`config.mk`:
```
export PLATFORM = sky130hd
export DESIGN_NAME = lockstep_sync
export DESIGN_NICKNAME = d
export VERILOG_FILES = /design/src/rtl/lockstep_sync.sv
export SDC_FILE = /design/constraint.sdc
export NUM_CORES = 1
export LEC_CHECK = 0
export ABC_AREA = 1
export BUFFER_PORTS_ARGS = -buffer_cell sky130_fd_sc_hd__buf_2
export CORE_ASPECT_RATIO = 0.75
export CORE_MARGIN = 3
export CORE_UTILIZATION = 30
export DETAILED_ROUTE_END_ITERATION = 8
export PLACE_DENSITY = 0.58
export SLEW_MARGIN = 10
export SYNTH_ARGS = -nofsm -noshare
export SYNTH_HDL_FRONTEND = slang
export SYNTH_SLANG_ARGS = --single-unit
```
`constraint.sdc`:
```
create_clock -name clk -period 1.58 [get_ports clk]
set_input_delay 0.079 -clock clk [delete_from_list [all_inputs] [get_ports clk]]
set_output_delay 0.079 -clock clk [all_outputs]
set_load 0.03 [all_outputs]
```
`src/rtl/lockstep_sync.sv`:
```
// Lockstep tick synchroniser: exchanges one direction per game tick with the peer
// board over the link stage. Optional statistics counters are enabled by LOCKSTEP_STATS_EN.
package snake_pkg;
    typedef enum logic [2:0] {
        NONE  = 3'd0,
        UP    = 3'd1,
        DOWN  = 3'd2,
        LEFT  = 3'd3,
        RIGHT = 3'd4
    } direction;
endpackage

module lockstep_sync
    import snake_pkg::*;
#(
    parameter int TIMEOUT_CYCLES = 650_000,
    parameter int MAX_RETRIES    = 3
) (
    input  logic       clk,
    input  logic       rst,
    input  logic       tick_req,
    input  direction   dir_local,
    output direction   dir_tx,
    output logic       send,
    input  direction   dir_rx,
    input  logic       rcvdir,
    output logic       tick_go,
    output direction   dir_remote,
    output logic       busy,
    output logic       link_err,
    output logic       overrun
`ifdef LOCKSTEP_STATS_EN
    ,
    output logic [15:0] retry_cnt,
    output logic [15:0] tick_cnt
`endif
);

    localparam int TW = (TIMEOUT_CYCLES < 2) ? 1 : $clog2(TIMEOUT_CYCLES);
    localparam int RW = (MAX_RETRIES < 1) ? 1 : $clog2(MAX_RETRIES + 1);
    localparam logic [TW-1:0] TIMER_LAST = TW'(TIMEOUT_CYCLES - 1);
    localparam logic [RW-1:0] RETRY_MAX  = RW'(MAX_RETRIES);

    typedef enum logic [2:0] {
        S_IDLE  = 3'd0,
        S_SEND  = 3'd1,
        S_WAIT  = 3'd2,
        S_GO    = 3'd3,
        S_ERROR = 3'd4
    } state_t;

    state_t          state_r, state_s;
    logic [TW-1:0]   timer_r;
    logic [RW-1:0]   retries_r;
    logic            pend_valid_r;
    direction        pend_dir_r;
    direction        dir_tx_r, dir_remote_r;
    logic            send_r, tick_go_r, busy_r, link_err_r, overrun_r;
    logic            take_s, resend_s, timer_end_s;

    // Next-state decode and the two WAIT exits that also update counters
    always_comb begin
        state_s     = state_r;
        take_s      = 1'b0;
        resend_s    = 1'b0;
        timer_end_s = (timer_r == TIMER_LAST);
        case (state_r)
            S_IDLE: begin
                if (tick_req) begin
                    state_s = S_SEND;
                end else begin
                    state_s = S_IDLE;
                end
            end
            S_SEND: state_s = S_WAIT;
            S_WAIT: begin
                if (pend_valid_r || rcvdir) begin
                    take_s  = 1'b1;
                    state_s = S_GO;
                end else if (timer_end_s) begin
                    if (retries_r < RETRY_MAX) begin
                        resend_s = 1'b1;
                        state_s  = S_SEND;
                    end else begin
                        state_s  = S_ERROR;
                    end
                end else begin
                    state_s = S_WAIT;
                end
            end
            S_GO:    state_s = S_IDLE;
            S_ERROR: state_s = S_ERROR;
            default: state_s = S_IDLE;
        endcase
    end

    // State, timer, retry count and the registered outputs derived from next state
    always_ff @(posedge clk) begin
        if (rst) begin
            state_r    <= S_IDLE;
            timer_r    <= '0;
            retries_r  <= '0;
            dir_tx_r   <= NONE;
            send_r     <= 1'b0;
            tick_go_r  <= 1'b0;
            busy_r     <= 1'b0;
            link_err_r <= 1'b0;
        end else begin
            state_r    <= state_s;
            send_r     <= (state_s == S_SEND);
            tick_go_r  <= (state_s == S_GO);
            busy_r     <= (state_s != S_IDLE);
            link_err_r <= (state_s == S_ERROR);
            if (state_r == S_IDLE && tick_req) begin
                dir_tx_r  <= dir_local;
                retries_r <= '0;
            end else if (resend_s) begin
                retries_r <= retries_r + RW'(1);
            end
            if (state_r == S_SEND) begin
                timer_r <= '0;
            end else if (state_r == S_WAIT && state_s == S_WAIT) begin
                timer_r <= timer_r + TW'(1);
            end
        end
    end

    // One-entry pending buffer; a direction taken straight out of WAIT is consumed, not stored
    always_ff @(posedge clk) begin
        if (rst) begin
            pend_valid_r <= 1'b0;
            pend_dir_r   <= NONE;
            dir_remote_r <= NONE;
            overrun_r    <= 1'b0;
        end else begin
            if (rcvdir && pend_valid_r && state_r != S_ERROR) begin
                overrun_r <= 1'b1;
            end
            if (take_s) begin
                pend_valid_r <= 1'b0;
                dir_remote_r <= rcvdir ? dir_rx : pend_dir_r;
            end else if (rcvdir && state_r != S_ERROR) begin
                pend_valid_r <= 1'b1;
                pend_dir_r   <= dir_rx;
            end
        end
    end

`ifdef LOCKSTEP_STATS_EN
    logic [15:0] retry_cnt_r, tick_cnt_r;

    // Resends saturate, ticks wrap
    always_ff @(posedge clk) begin
        if (rst) begin
            retry_cnt_r <= 16'd0;
            tick_cnt_r  <= 16'd0;
        end else begin
            if (resend_s && retry_cnt_r != 16'hFFFF) begin
                retry_cnt_r <= retry_cnt_r + 16'd1;
            end
            if (take_s) begin
                tick_cnt_r <= tick_cnt_r + 16'd1;
            end
        end
    end

    assign retry_cnt = retry_cnt_r;
    assign tick_cnt  = tick_cnt_r;
`else
    // Statistics hardware is absent in this build.
`endif

    assign dir_tx     = dir_tx_r;
    assign send       = send_r;
    assign tick_go    = tick_go_r;
    assign dir_remote = dir_remote_r;
    assign busy       = busy_r;
    assign link_err   = link_err_r;
    assign overrun    = overrun_r;

endmodule

```
# Yosys cells after proc, flatten, opt, wreduce, memory -nomap -nowiden
# Index checks and enable logic that the tools add are counted.
[word_totals] input_bits=10 out_inout_bits=11 regBits=40
[op_classes] n_reduce_logical=12 muxes=12 order_cmp=1 n_eq_ne=9 bitwise_logic=1 add_sub_neg=2
[op_table] op="adder 20 x 1 -> 20 bit (second input constant)" count=1
[op_table] op="equality test 20 bit (second input constant)" count=1
[op_table] op="2-to-1 mux 3 bit" count=4
[op_table] op="case mux 3 bit (4 select lines)" count=1
[op_table] op="equality test 3 x 2 -> 1 bit (second input constant)" count=3
[op_table] op="2-to-1 mux 1 bit" count=7
[op_table] op="equality test 3 x 1 -> 1 bit (second input constant)" count=2
[op_table] op="equality test 3 bit (second input constant)" count=2
[op_table] op="OR reduction 2 bit" count=3
[op_table] op="logical AND 1 bit" count=5
[op_table] op="logical NOT 3 bit" count=1
[op_table] op="!= test 3 bit (second input constant)" count=1
[op_table] op="nonzero test 3 bit" count=1
[op_table] op="adder 2 x 1 -> 2 bit (second input constant)" count=1
[op_table] op="less-than comparator 2 bit (second input constant)" count=1
[op_table] op="AND reduction 2 bit" count=1
[op_table] op="logical OR 1 bit" count=1
[op_table] op="inverter 1 bit" count=1

# Logic depth before layout (Yosys ltp)
# Gate-level depths: netlist of run 1.
[depth] word_depth=7 mapped_depth=11 depth_no_buf=11

# Worst setup path before layout of run 1
# Ideal clock, no wire load.
[synth_path] kind="register to register" startpoint="register timer_r[0]" endpoint="register timer_r[17]" stages_incl_launch_ff=11 t_arrival_ps=1515 path_slack_ps=-5 path_buffers=1 setup_ps=70 cell_sequence="dfxtp_1 -> ha_1 -> nand3_1 -> inv_1 -> nand3_1 -> nor2_2 -> nor2_4 -> nand3_2 -> buf_6 -> nand2_1 -> a21oi_1"
[synth_via] elab_chain_cells=6 elab_cells_between_ends=7 classes_between="add/sub: 1; eq/ne: 2; mux: 3; reduce/logical: 1"
[synth_rtl] element="start, declared" line="53" text="logic [TW-1:0] timer_r;"
[synth_rtl] element="start signal, assigned" line="123" text="timer_r <= timer_r + TW'(1);"
[synth_rtl] element="equality test 20 bit" line="66" text="timer_end_s = (timer_r == TIMER_LAST);"
[synth_rtl] element="2-to-1 mux 3 bit" line="80" text="end else if (timer_end_s) begin"
[synth_rtl] element="2-to-1 mux 3 bit" line="77" text="if (pend_valid_r || rcvdir) begin"
[synth_rtl] element="case mux 3 bit (4 select lines)" line="67" text="case (state_r)"
[synth_rtl] element="equality test 3 x 2 -> 1 bit" line="122" text="end else if (state_r == S_WAIT && state_s == S_WAIT) begin"
[synth_rtl] element="logical AND 1 bit" line="122"
# Parallel ways exist; a longest one is shown, timed or not.
# A chain may end at the register's enable or synchronous reset.

# Final worst setup path of run 1
[layout_path] startpoint="register state_r[1]" endpoint="register timer_r[4]"
[layout_via] elab_chain_cells=4 elab_cells_between_ends=8 classes_between="eq/ne: 4; mux: 1; reduce/logical: 3"
[layout_rtl] element="start, declared" line="52" text="state_t state_r, state_s;"
[layout_rtl] element="start signal, assigned" line="109" text="state_r <= state_s;"
[layout_rtl] element="equality test 3 bit, or another cell as far along" line="67"
[layout_rtl] element="case mux 3 bit (4 select lines)" line="67"
[layout_rtl] element="equality test 3 x 2 -> 1 bit" line="122"
[layout_rtl] element="logical AND 1 bit" line="122"
# Parallel ways exist; a longest one is shown, timed or not.

==> flow_results.xml, run 1 <==
<?xml version="1.0" encoding="UTF-8"?>
<metrics>
  <group name="run_status">
    <metric name="outcome" unit="">completed</metric>
  </group>
  <group name="global_route">
    <metric name="grt_start_max_net_pins" unit="">24</metric>
    <metric name="gr-total-overflow" unit="">0</metric>
    <metric name="globalRouteTotalUtil" unit="%">14.1</metric>
    <metric name="grt_pass1_wl" unit="mm">9.24</metric>
    <metric name="antenna_found_initial" unit="">0</metric>
    <metric name="first_global_vias" unit="">1985</metric>
  </group>
  <group name="hold_path">
    <metric name="hp-class" unit="">in -&gt; reg</metric>
  </group>
  <group name="cells_and_area">
    <metric name="multi_input_comb_area" unit="mm^2">0.00136</metric>
    <metric name="final-seq-area" unit="um^2">822</metric>
    <metric name="layout-area-overhead-vs-synth" unit="%">46.7</metric>
    <metric name="antenna_diode_count" unit="">0</metric>
    <metric name="final_cell_count_no_fill" unit="">458</metric>
    <metric name="finalNetCount" unit="">388</metric>
    <metric name="drive_gt1_share" unit="%">40.6</metric>
    <metric name="number_of_filler_instances_in_the_final_layout" unit="">637</metric>
  </group>
  <group name="drt">
    <metric name="postRouteAntennaNets" unit="">0</metric>
    <metric name="detail_route.wl_per_cell" unit="um">13.0</metric>
    <metric name="drt-pass1-iter-count" unit="">4</metric>
    <metric name="residual_drc" unit="">0</metric>
    <metric name="drt_iter0_drc" unit="">108</metric>
    <metric name="wl" unit="mm">5.98</metric>
    <metric name="viasPerCell" unit="">4.94</metric>
    <metric name="via_count" unit="">2261</metric>
  </group>
  <group name="power">
    <metric name="seq_power_share" unit="%">36.6</metric>
    <metric name="cellInternalPower" unit="W">0.00211</metric>
    <metric name="netSwitchingFraction" unit="%">28.2</metric>
    <metric name="power.leakage" unit="nW">1.25</metric>
    <metric name="clkPwrFrac" unit="%">39.8</metric>
    <metric name="vdd_ir_drop_max" unit="uV">641</metric>
    <metric name="power.net_switching" unit="W">0.000830</metric>
    <metric name="total_power" unit="W">0.00294</metric>
    <metric name="power-per-cell-area" unit="mW/mm^2">951</metric>
    <metric name="p_comb_share" unit="%">23.6</metric>
  </group>
  <group name="sta">
    <metric name="finalWorstPathRequiredPeriod" unit="ps">1560</metric>
    <metric name="min_period_over_period" unit="%">98.8</metric>
    <metric name="layout_setup_ws" unit="ps">18.4</metric>
    <metric name="totalNegativeSetupSlack" unit="ps">0</metric>
    <metric name="rsz_0062_raised_after_global_routing" unit="">true</metric>
    <metric name="fin_skew" unit="ps">8.71</metric>
    <metric name="max_freq" unit="MHz">640</metric>
    <metric name="tightestPinTransition" unit="ps">261</metric>
    <metric name="timing.final.setup_violations" unit="">0</metric>
    <metric name="max-slew-margin-rel" unit="%">82.6</metric>
    <metric name="maxSlewViolCount" unit="">0</metric>
    <metric name="finalHoldViolations" unit="">0</metric>
  </group>
  <group name="synthesis">
    <metric name="synthDistinctLibCells" unit="">24</metric>
    <metric name="netlist_area" unit="mm^2">0.00211</metric>
    <metric name="yosysWarningCount" unit="">0</metric>
    <metric name="mappedNetlistNets" unit="">324</metric>
    <metric name="synthesis.area_per_instance" unit="um^2">6.77</metric>
    <metric name="synth_seq_cells" unit="">40</metric>
    <metric name="sequential_to_total_area_share_from_yosys_stat" unit="%">37.9</metric>
    <metric name="syn-instance-count" unit="">312</metric>
  </group>
  <group name="setup_path">
    <metric name="cp-start-kind" unit="">register</metric>
    <metric name="r2r_setup_slack" unit="ps">20</metric>
    <metric name="timing.setup.critical_path_class" unit="">reg -&gt; reg</metric>
    <metric name="critical_path.cell_chain" unit="">inv_2 &gt; nor3_4 &gt; buf_6 &gt; nand2_4 &gt; nand2_2 &gt; inv_2 &gt; nand2_4 &gt; nand3_4 &gt; clkbuf_16 &gt; nand2_4 &gt; a21oi_2</metric>
    <metric name="critPathMaxStageDelay" unit="ps">340</metric>
    <metric name="cp_data_arrival_time" unit="ps">1740</metric>
    <metric name="setup.worst_path.end_class" unit="">register</metric>
    <metric name="critPathRequiredTime" unit="ps">1760</metric>
    <metric name="critical-path-top-cell-by-count" unit="">sky130_fd_sc_hd__nand2_4</metric>
    <metric name="crit_slowest_cell" unit="">sky130_fd_sc_hd__dfxtp_2</metric>
    <metric name="critPathMaxFanout" unit="">5</metric>
  </group>
  <group name="clock_network">
    <metric name="cts.clk_slew.worst_paths" unit="ps">80</metric>
    <metric name="htreeDepth" unit="">2</metric>
    <metric name="clock_sink_count" unit="">40</metric>
    <metric name="clk_latency" unit="ps">300</metric>
    <metric name="ctsLongestPathBuffers" unit="">2</metric>
    <metric name="cts_tree" unit="">built</metric>
    <metric name="cts_inserted_buffers" unit="">5</metric>
    <metric name="clock_tree.root_cell" unit="">sky130_fd_sc_hd__clkbuf_8</metric>
    <metric name="hold_buffers" unit="">0</metric>
  </group>
  <group name="placed_design">
    <metric name="routabilityCongestion" unit="">0.846</metric>
    <metric name="hpwl" unit="mm">3.88</metric>
    <metric name="io_buffer_count" unit="">20</metric>
    <metric name="place_ws" unit="ps">26.0</metric>
    <metric name="placed_cells" unit="">436</metric>
  </group>
  <group name="floorplanning">
    <metric name="dieWidth" unit="um">103</metric>
    <metric name="pin_count" unit="">21</metric>
    <metric name="initial_core_util" unit="%">32.1</metric>
    <metric name="placeable_area" unit="mm^2">0.00657</metric>
    <metric name="die-height" unit="um">78.6</metric>
    <metric name="dieArea" unit="mm^2">0.00809</metric>
    <metric name="floorplan.rows" unit="">25</metric>
  </group>
  <group name="run">
    <metric name="count_of_max_cap_constraint_violations" unit="">0</metric>
  </group>
</metrics>
==> cell usage after synthesis <==
cell	instances	area (um^2)
sky130_fd_sc_hd__o211a_1	1	10.0
sky130_fd_sc_hd__buf_2	2	10.0
sky130_fd_sc_hd__dfxtp_1	40	801
sky130_fd_sc_hd__xnor2_1	6	52.6
sky130_fd_sc_hd__nor2_2	2	12.5
sky130_fd_sc_hd__nand3_1	15	75.1
sky130_fd_sc_hd__o21ai_0	12	60.1
sky130_fd_sc_hd__nand4_1	21	131
sky130_fd_sc_hd__nand2_1	83	312
sky130_fd_sc_hd__inv_1	27	101
sky130_fd_sc_hd__nor3_4	1	16.3
sky130_fd_sc_hd__o2bb2ai_1	1	8.76
sky130_fd_sc_hd__nand3_2	1	10.0
sky130_fd_sc_hd__xor2_1	6	52.6
sky130_fd_sc_hd__buf_6	3	33.8
sky130_fd_sc_hd__ha_1	2	25.0
sky130_fd_sc_hd__and2_1	2	12.5
sky130_fd_sc_hd__nor3_1	3	15.0
sky130_fd_sc_hd__clkbuf_1	5	18.8
sky130_fd_sc_hd__a21oi_1	29	145
sky130_fd_sc_hd__nand2_2	2	12.5
sky130_fd_sc_hd__nor2_1	45	169
sky130_fd_sc_hd__buf_4	2	15.0
sky130_fd_sc_hd__nor2_4	1	11.3
==> layer usage <==
| layer | routed length, um | global-route usage, % | part of all wire [%] |
|---|---|---|---|
| met5 | 0 | 0 | 0 |
| met4 | 77 | 4.27 | 1.3 |
| met3 | 227 | 3.02 | 3.8 |
| met2 | 2660 | 20.2 | 44 |
| met1 | 3010 | 21.0 | 50 |
==> metrics by stage <==
stage	hold slack, ps	util, %	cell area [um^2]
final	26.1	47.1	3100
after global routing	14.4	47.1	3100
after CTS	21.2	41.0	2700
after detailed placement	339	38.4	2520
after global placement	332	38.4	2520
after floorplan	244	-	2110
==> logic make-up after synthesis <==
group	after synthesis	synth area share [%]
DFF	40	37.9
and+or+nand+nor	176	36.8
AOI/OAI and AO/OA	43	10.6
xor gates and xnor gates	12	4.98
adders and majority gates	2	1.19
buffers and inverters	39	8.48
==> flip-flops by register name, summed over array words and instances (netlist names) <==
register	count
retries_r	2
pend_valid_r	1
overrun	1
send	1
dir_tx	3
busy	1
dir_remote	3
state_r	3
timer_r	20
pend_dir_r	3
link_err	1
tick_go	1
==> power by group through the flow <==
stage                     sequential (W)  clock (W)  combinational [W]
final                            0.00108    0.00117           0.000694
after global routing             0.00108    0.00126           0.000753
after CTS                        0.00108    0.00120           0.000539
after detailed placement         0.00110          0           0.000536
after global placement           0.00110          0           0.000535
after floorplan                  0.00116          0           0.000300
==> worst max-delay path: cells and delay by family, from the launching register on <==
kind	cells	cell delay [ps]
buffers and inverters	4	440
flip-flops	1	340
AND/OR/NAND/NOR	6	620
AO/OA/AOI/OAI	1	50
==> timing repair <==
| action | 4_1_cts | 5_1_grt |
|---|---|---|
| resized for setup | 3 | 89 |
| endpoints found under the setup margin | 2 | 24 |
| buffers inserted | 0 | 11 |
| pin swaps | 1 | 25 |
| cloned | 0 | 3 |
==> cell type report <==
type,count,share of cell area (%)
clock buffers,5,2.22
clock inverters,3,2.91
inverters,27,3.27
multi-input cells,233,43.9
flip-flops and latches,40,26.5
well taps,81,3.27
repair buffers,69,17.9
==> final timing paths <==
check                                     end          start  cells past startpoint
worst max-delay path               timer_r[4]     state_r[1]                     11
worst min-delay path                dir_tx[0]   dir_local[0]                      3
worst max register to register     timer_r[4]     state_r[1]                     11
worst min register to register  pend_dir_r[2]  pend_dir_r[2]                      2
==> layout by cell type (no fill, tap or decap), types with 13 or more instances in the layout <==
master	Yosys	routed
sky130_fd_sc_hd__inv_1	27	20
sky130_fd_sc_hd__nand3_1	15	13
sky130_fd_sc_hd__nor2_1	45	28
sky130_fd_sc_hd__a21oi_1	29	23
sky130_fd_sc_hd__dfxtp_1	40	23
sky130_fd_sc_hd__nand4_1	21	21
sky130_fd_sc_hd__buf_2	2	20
sky130_fd_sc_hd__nor2_2	2	15
sky130_fd_sc_hd__dfxtp_2	0	17
sky130_fd_sc_hd__buf_4	2	39
sky130_fd_sc_hd__nand2_1	83	64
No activity file was read; power rests on OpenSTA's default activity.
==> run 2: changes to the inputs <==
Settings changed: PLACE_DENSITY 0.58 to 0.56.
Clock period 1.58 ns to 1.6 ns, I/O delays scaled along.
==> flow_results.xml, run 2 (synthesis results as in run 1) <==
<?xml version="1.0" encoding="UTF-8"?>
<metrics>
  <group name="run_status">
    <metric name="outcome" unit="">completed</metric>
  </group>
  <group name="drt">
    <metric name="residual_drc" unit="">0</metric>
    <metric name="detail_route.wl_per_cell" unit="um">13.1</metric>
    <metric name="drt-pass1-iter-count" unit="">4</metric>
    <metric name="wl" unit="mm">5.99</metric>
    <metric name="viasPerCell" unit="">4.88</metric>
    <metric name="drt_iter0_drc" unit="">164</metric>
    <metric name="postRouteAntennaNets" unit="">0</metric>
    <metric name="via_count" unit="">2236</metric>
  </group>
  <group name="sta">
    <metric name="whs" unit="ps">48.4</metric>
    <metric name="max_freq" unit="MHz">638</metric>
    <metric name="min_period_over_period" unit="%">97.9</metric>
    <metric name="timing.final.setup_violations" unit="">0</metric>
    <metric name="max-slew-margin-rel" unit="%">83.3</metric>
    <metric name="rsz_0062_raised_after_global_routing" unit="">true</metric>
    <metric name="finalWorstPathRequiredPeriod" unit="ps">1570</metric>
    <metric name="maxSlewViolCount" unit="">0</metric>
    <metric name="fin_skew" unit="ps">3.23</metric>
    <metric name="totalNegativeSetupSlack" unit="ps">0</metric>
    <metric name="tightestPinTransition" unit="ps">251</metric>
    <metric name="finalHoldViolations" unit="">0</metric>
  </group>
  <group name="clock_network">
    <metric name="htreeDepth" unit="">2</metric>
    <metric name="clock_tree.root_cell" unit="">sky130_fd_sc_hd__clkbuf_8</metric>
    <metric name="cts.clk_slew.worst_paths" unit="ps">80</metric>
    <metric name="cts_tree" unit="">built</metric>
    <metric name="clock_sink_count" unit="">40</metric>
    <metric name="cts_inserted_buffers" unit="">5</metric>
    <metric name="clk_latency" unit="ps">290</metric>
    <metric name="ctsLongestPathBuffers" unit="">2</metric>
  </group>
  <group name="floorplanning">
    <metric name="pin_count" unit="">21</metric>
    <metric name="initial_core_util" unit="%">32.1</metric>
    <metric name="floorplan.rows" unit="">25</metric>
    <metric name="dieWidth" unit="um">103</metric>
    <metric name="placeable_area" unit="mm^2">0.00657</metric>
    <metric name="dieArea" unit="mm^2">0.00809</metric>
    <metric name="die-height" unit="um">78.6</metric>
  </group>
  <group name="cells_and_area">
    <metric name="antenna_diode_count" unit="">0</metric>
    <metric name="most-common-layout-cells" unit="">sky130_fd_sc_hd__nand2_1 (75), sky130_fd_sc_hd__buf_4 (38), sky130_fd_sc_hd__nor2_1 (32), sky130_fd_sc_hd__dfxtp_1 (28), sky130_fd_sc_hd__a21oi_1 (27)</metric>
    <metric name="finalNetCount" unit="">388</metric>
    <metric name="number_of_filler_instances_in_the_final_layout" unit="">655</metric>
    <metric name="multi_input_comb_area" unit="mm^2">0.00127</metric>
    <metric name="drive_gt1_share" unit="%">33.7</metric>
    <metric name="largest-register" unit="">timer_r</metric>
    <metric name="final-seq-area" unit="um^2">818</metric>
    <metric name="layout.cells.most_common" unit="">sky130_fd_sc_hd__nand2_1</metric>
    <metric name="finalCoreUtilization" unit="%">45.3</metric>
    <metric name="final_area" unit="mm^2">0.00298</metric>
    <metric name="layout-area-overhead-vs-synth" unit="%">41.0</metric>
    <metric name="largest_register_ffs" unit="">20</metric>
  </group>
  <group name="power">
    <metric name="vdd_ir_drop_max" unit="uV">362</metric>
    <metric name="power-per-cell-area" unit="mW/mm^2">838</metric>
    <metric name="power.leakage" unit="nW">1.22</metric>
  </group>
  <group name="setup_path">
    <metric name="cp_data_arrival_time" unit="ps">1790</metric>
    <metric name="cp-start-kind" unit="">register</metric>
    <metric name="worst-path-buf-inv" unit="">3</metric>
    <metric name="critPathMaxStageDelay" unit="ps">360</metric>
    <metric name="critical_path.cell_chain" unit="">ha_4 &gt; nand3_2 &gt; inv_2 &gt; nand3_4 &gt; nor2_4 &gt; nor2_4 &gt; buf_12 &gt; clkbuf_16 &gt; nand4_1 &gt; a21oi_2</metric>
    <metric name="critPathRequiredTime" unit="ps">1820</metric>
    <metric name="critical-path-top-delay-family" unit="">simple AND/OR/NAND/NOR gates</metric>
    <metric name="timing.setup.critical_path_class" unit="">reg -&gt; reg</metric>
    <metric name="critical-path-top-cell-by-count" unit="">sky130_fd_sc_hd__nor2_4</metric>
    <metric name="setup.worst_path.end_class" unit="">register</metric>
    <metric name="critPathMaxFanout" unit="">6</metric>
    <metric name="crit_slowest_cell" unit="">sky130_fd_sc_hd__dfxtp_4</metric>
  </group>
  <group name="placed_design">
    <metric name="hpwl" unit="mm">3.89</metric>
    <metric name="dpl-instance-area" unit="mm^2">0.00254</metric>
    <metric name="io_buffer_count" unit="">20</metric>
    <metric name="routabilityCongestion" unit="">0.924</metric>
  </group>
  <group name="global_route">
    <metric name="antenna_found_initial" unit="">0</metric>
    <metric name="globalRouteTotalUtil" unit="%">14.0</metric>
    <metric name="grt_pass1_wl" unit="mm">9.16</metric>
    <metric name="grt_start_max_net_pins" unit="">24</metric>
    <metric name="first_global_vias" unit="">1935</metric>
    <metric name="gr-total-overflow" unit="">0</metric>
  </group>
  <group name="run">
    <metric name="count_of_max_cap_constraint_violations" unit="">0</metric>
  </group>
  <group name="hold_path">
    <metric name="hp-class" unit="">in -&gt; reg</metric>
  </group>
</metrics>
## run 2: cell types whose count changed in the layout (fill, tap and decap cells not counted), moves of 3 or more
| cell | before | now |
|---|---|---|
| sky130_fd_sc_hd__bufinv_16 | 3 | 0 |
| sky130_fd_sc_hd__nand2_4 | 10 | 3 |
| sky130_fd_sc_hd__nor2_2 | 15 | 10 |
| sky130_fd_sc_hd__a21oi_2 | 6 | 2 |
| sky130_fd_sc_hd__dfxtp_2 | 17 | 11 |
| sky130_fd_sc_hd__dfxtp_1 | 23 | 28 |
| sky130_fd_sc_hd__a21oi_1 | 23 | 27 |
| sky130_fd_sc_hd__nand2_1 | 64 | 75 |
| sky130_fd_sc_hd__nor2_1 | 28 | 32 |
| sky130_fd_sc_hd__nand2_2 | 11 | 7 |
## run 2: worst paths after layout
check	startpoint	end	slack (ps)	cells past startpoint
setup / recovery	timer_r[0]	timer_r[18]	30	10
hold / removal	dir_local[0]	dir_tx[0]	50	3
setup reg to reg	timer_r[0]	timer_r[18]	30	10
hold reg to reg	pend_dir_r[0]	pend_dir_r[0]	450	2
## run 2: per-stage QoR
| stage | power [W] | setup slack [ps] | cells |
|---|---|---|---|
| final | 0.00249 | 33.6 | 458 |
| after CTS | 0.00230 | 5.06 | 446 |
| after floorplan | 0.00144 | 14.7 | 312 |
| after detailed placement | 0.00161 | 32.2 | 438 |
| after global routing | 0.00263 | -55.0 | 458 |
| after global placement | 0.00160 | 68.5 | 438 |
## run 2: layout make-up
type | instances | area share, %
clock inverter | 2 | 0.336
tap | 81 | 3.40
clock buffer | 6 | 2.77
sequential | 40 | 27.5
inverter | 27 | 3.40
timing repair buffer | 69 | 20.0
multi-input combinational | 233 | 42.6
## run 2: power by group
part | switching, W | internal, W | leakage [nW] | total (W)
combinational | 0.000426 | 0.000310 | 0.840 | 0.000735
sequential | 0.0000238 | 0.00104 | 0.331 | 0.00107
clock | 0.000349 | 0.000344 | 0.0510 | 0.000693
total | 0.000798 | 0.00170 | 1.22 | 0.00249
## run 2: tightest hold or removal path, stage by stage
cell,delay [ps]
sky130_fd_sc_hd__buf_2,70
sky130_fd_sc_hd__o21ai_0,80
sky130_fd_sc_hd__nor2_1,70
## run 2: routing by layer
| layer | wire length, um | global-route usage [%] | share of wire [%] | vias up |
|---|---|---|---|---|
| met1 | 3110 | 22.1 | 52 | 1039 |
| met5 | 0 | 0 | 0 | - |
| met3 | 294 | 3.20 | 4.9 | 2 |
| met2 | 2560 | 19.1 | 43 | 52 |
| met4 | 19 | 2.72 | 0.32 | 0 |
| li1 | - | - | - | 1143 |
## run 2: repair_timing
action | in CTS | in global routing
buffers inserted | 0 | 7
endpoints found under the setup margin | 0 | 24
resized for setup | 0 | 58
hold buffers | 0 | 0
endpoints found under the hold margin | 0 | 0
